### src/rtl/tz_stream.sv
// Serial LSB-first word receiver that reports the trailing-zero count of each
// completed word through a one-entry output buffer.
module tz_stream #(
   parameter int DATA_WIDTH = 32,
   localparam int CW = $clog2(DATA_WIDTH) + 1
) (
   input  logic                  clk,
   input  logic                  reset,
   input  logic                  din,
   input  logic                  din_valid,
   output logic                  din_ready,
   output logic [CW-1:0]         dout,
   output logic [DATA_WIDTH-1:0] dout_word,
   output logic                  dout_valid,
   input  logic                  dout_ready
);

   localparam int IW = $clog2(DATA_WIDTH);
   localparam logic [IW-1:0] LAST_IDX = IW'(DATA_WIDTH - 1);

   typedef enum logic {EMPTY, FULL} state_t;

   state_t                state_q;
   state_t                state_d;
   logic [IW-1:0]         idx;
   logic [CW-1:0]         cnt;
   logic                  seen_one;
   logic [DATA_WIDTH-1:0] acc;
   logic [DATA_WIDTH-1:0] acc_next;
   logic                  accept;
   logic                  last;

   assign dout_valid = (state_q == FULL);
   // Only the final bit of a word has to wait for a full buffer to drain.
   assign din_ready  = !dout_valid || dout_ready || (idx != LAST_IDX);
   assign accept     = din_valid && din_ready;
   assign last       = accept && (idx == LAST_IDX);

   always_comb begin
      acc_next      = acc;
      acc_next[idx] = din;
   end

   always_comb begin
      state_d = state_q;
      if (last)
         state_d = FULL;
      else if ((state_q == FULL) && dout_ready)
         state_d = EMPTY;
   end

   always_ff @(posedge clk or posedge reset) begin
      if (reset)
         state_q <= EMPTY;
      else
         state_q <= state_d;
   end

   always_ff @(posedge clk or posedge reset) begin
      if (reset) begin
         idx       <= '0;
         cnt       <= '0;
         seen_one  <= 1'b0;
         acc       <= '0;
         dout      <= '0;
         dout_word <= '0;
      end else if (accept) begin
         if (last) begin
            dout      <= (seen_one || din) ? cnt : cnt + 1'b1;
            dout_word <= acc_next;
            idx       <= '0;
            cnt       <= '0;
            seen_one  <= 1'b0;
            acc       <= '0;
         end else begin
            acc <= acc_next;
            idx <= idx + 1'b1;
            if (!seen_one && !din)
               cnt <= cnt + 1'b1;
            if (din)
               seen_one <= 1'b1;
         end
      end
   end

endmodule
### config.mk
export PLATFORM = sky130hd
export DESIGN_NAME = tz_stream
export DESIGN_NICKNAME = d
export VERILOG_FILES = /design/src/rtl/tz_stream.sv
export SDC_FILE = /design/constraint.sdc
export NUM_CORES = 1
export LEC_CHECK = 0
export CELL_PAD_IN_SITES_DETAIL_PLACEMENT = 1
export CELL_PAD_IN_SITES_GLOBAL_PLACEMENT = 2
export CORE_MARGIN = 2
export CORE_UTILIZATION = 36
export CTS_CLUSTER_DIAMETER = 50
export DETAILED_ROUTE_END_ITERATION = 8
export DONT_BUFFER_PORTS = 1
export PLACE_DENSITY = 0.82
export SYNTH_ARGS = -nofsm -noshare
export SYNTH_HDL_FRONTEND = slang
export SYNTH_SLANG_ARGS = --single-unit
### constraint.sdc
create_clock -name clk -period 2.88 [get_ports clk]
set_input_delay 0.576 -clock clk [delete_from_list [all_inputs] [get_ports clk]]
set_output_delay 0.576 -clock clk [all_outputs]
set_load 0.005 [all_outputs]
==> impl_metrics.ini <==
[synth]
syn_area_per_cell_um2 = 9.72
synth-seq-cells = 83
synth-adder-area-share_pct = 1.83
ys_seq_area_share_pct = 50.5
synth_fp_nets = 434
ys_types = 41
synth_compound_area_share_pct = 17.9
syn_area_um2 = 4110
ys_async_sr_fraction_pct = 100
yosys.area_share.simple_pct = 15.9
synthMuxAreaShare_pct = 8.04
synth_ff_type = dfrtp_1
synth_edf_count = 0
syn_inst = 423
synth-warning-count = 0
synthXorXnorAreaFrac_pct = 1.28
synth_top_family_by_area = compound AO/OA/AOI/OAI gates

[global_routing]
grt_pass1_wl_um = 17600
grtUsageMet2_pct = 28.6
top_usage_layer = met2
use_met3_pct = 3.34
grt_usage_pct = 18.0
grt_overflow_total = 0
grt_max_degree = 50
grt_pass1_vias = 3265
met1_usage_pct = 24.0
antenna_found_initial = 0

[timing]
final-setup-viol-count = 0
max_clock_freq_ghz = 0.377
rsz0062_at_grt = false
slew_violations = 0
hold_viol = 0
fin_crit_sh_pct = 92.2
setup_tns_ps = 0
relSlewSlack_pct = 55.0
clock-skew-final_ps = 8.05
tightest_slew_ps = 674
min_period_ps = 2660

[clock_network]
hold_buffers = 0
clockBufferDepth = 2
htreeDepth = 3
numClockSinks = 83
cts_resized = 0
root_buffer = clkbuf_16
clkTransAtPathRegs_ps = 60
cts_setup_buffers = 0
cts_tree = yes
clk_latency_ps = 340
cts_buffers = 9

[power]
power_frac_comb_pct = 24.8
p_leak_uw = 0.00193
pwr-share-seq_pct = 44.4
peakVddDrop_mv = 0.340
swShare_pct = 33.7
p_clk_share_pct = 30.8
powerDensity_nw_per_um2 = 895
p_int_uw = 2670
power.switching_uw = 1360

[detailed_routing]
drc = 0
ant_nets = 0
vias = 3028
viasPerCell = 5.49
drtIter0Drc = 124
wl_um = 10400
first_pass_iters = 4
wl_per_cell_um = 18.8

[final_layout]
seqCellArea_um2 = 2080
layout_common_cells = dfrtp_1, o21ai_0, nand2_1
drive_gt1_share_pct = 6.85
nFillCells = 1274
multi_input_area_um2 = 1850
area.growth.synth_to_final_pct = 9.50
mostFrequentLayoutCell = dfrtp_1
fin_area_um2 = 4500
fin_nets = 415
antenna_cells = 0

[critical_path]
cp.required_ps = 2300
crit_type = flop to output port
worst_ep_arrival_time_ps = 2080
r2r_end = cnt[4]
slowest_stage = dfrtp_1
reg2reg_depth = 7
cpMostUsedCell = ha_1
cp_cell_sequence = ha_1 -> and3_1 -> ha_1 -> nand3b_2 -> buf_4
crit_fanout = 10
cpLargestDelayFamily = adder cells
reg2reg_from = idx[0]
reg2reg_slack_ps = 320
start_kind = flop
worst_path_largest_cell_delay_ps = 430
end_kind = output port
critPathBufInv = 1
crit_cells = 5

[placement]
placed_cell_area_um2 = 4190
gp_congestion = 0.791
io_buffers = 0
dp_hpwl_um = 6540

[flow_run]
drv_cap = 0

[floorplanning]
dieWidth_um = 111
die_y_um = 111
pin_count = 45
die_area_um2 = 12300
core_um2 = 11300
row_count = 39
initial_utilization_pct = 36.5

[run_status]
status = finished clean

[worst_hold_path]
hold_class = primary input to async pin
## worst reg2reg max path, stage by stage (launching register included)
cell      delay (ps)
dfrtp_1          430
ha_1             370
and3_1           250
ha_1             270
nand3b_2         180
and2_2           450
o21ai_0          250
a32o_1           250
## cell families after synthesis
family	after synthesis
DFF	83
muxes	33
AOI/OAI and AO/OA	126
xor gates and xnor gates	6
adders and majority gates	6
buffers and inverters	41
and+or+nand+nor	128
## through the flow
stage | utilization (%) | std cells | hold slack, ps | setup WS [ps] | power [uW]
2_1_floorplan | - | 423 | 461 | 167 | 2530
3_3_place_gp | 37.2 | 536 | 483 | 458 | 2730
3_5_place_dp | 37.2 | 536 | 480 | 327 | 2800
5_1_grt | 39.9 | 552 | 233 | 80.1 | 4290
4_1_cts | 39.9 | 552 | 220 | 242 | 4070
6_report | 39.9 | 552 | 190 | 224 | 4030
## area by class of cell
type / count / area share, %
flip-flops and latches: 83 / 46.1
multi-input cells: 299 / 41.1
clock buffers: 12 / 5.25
well taps: 143 / 3.98
clock inverters: 4 / 1.67
repair buffers: 7 / 1.45
inverters: 4 / 0.361
## power by group through the flow
stage	Sequential (uW)	Combinational [uW]	Clock (uW)
after global placement	1790	944	0
after global routing	1840	1130	1320
final	1790	998	1240
after detailed placement	1810	995	0
after floorplan	1700	835	0
after CTS	1790	1010	1270
## sequential cells by signal, indices dropped and copies added, names as in the netlist
name,flops
dout_valid,1
dout_word,32
cnt,6
idx,5
acc,32
dout,6
seen_one,1
## cell usage after synthesis (2+ instances only)
cell	number	area share, %
and2_1	2	0.30
xor2_1	3	0.64
dfrtp_1	83	51
ha_1	6	1.8
mux2i_1	33	8.0
xnor2_1	3	0.64
a21oi_1	4	0.49
nand2_1	50	4.6
and3b_1	2	0.43
o21ai_1	8	0.97
nor2_1	21	1.9
nand4_1	4	0.61
or3_1	4	0.61
o31ai_1	3	0.55
a22o_1	17	3.6
buf_2	20	2.4
inv_1	4	0.37
nor2b_1	7	1.1
a32o_1	2	0.49
nand3_1	13	1.6
clkbuf_1	15	1.4
nand4b_1	4	0.85
nand2b_1	8	1.2
o21ai_0	78	9.5
and3_1	3	0.46
a31oi_1	11	1.7
## worst max-delay path by stage
stage                     startpoint   endpoint  slack (ps)
after detailed placement      idx[0]     acc[8]         330
after global placement        idx[0]     acc[4]         460
after floorplan                reset     acc[0]         170
final                         idx[0]  din_ready         220
after CTS                     idx[0]  din_ready         240
after global routing          idx[0]  din_ready          80
## layer usage
| metal | vias up | part of all wire, % |
|---|---|---|
| met5 | - | 0 |
| met4 | 0 | 2.3 |
| met3 | 14 | 3.2 |
| met2 | 43 | 47 |
| met1 | 1520 | 47 |
| li1 | 1451 | - |
(Power assumes the default switching activity.)
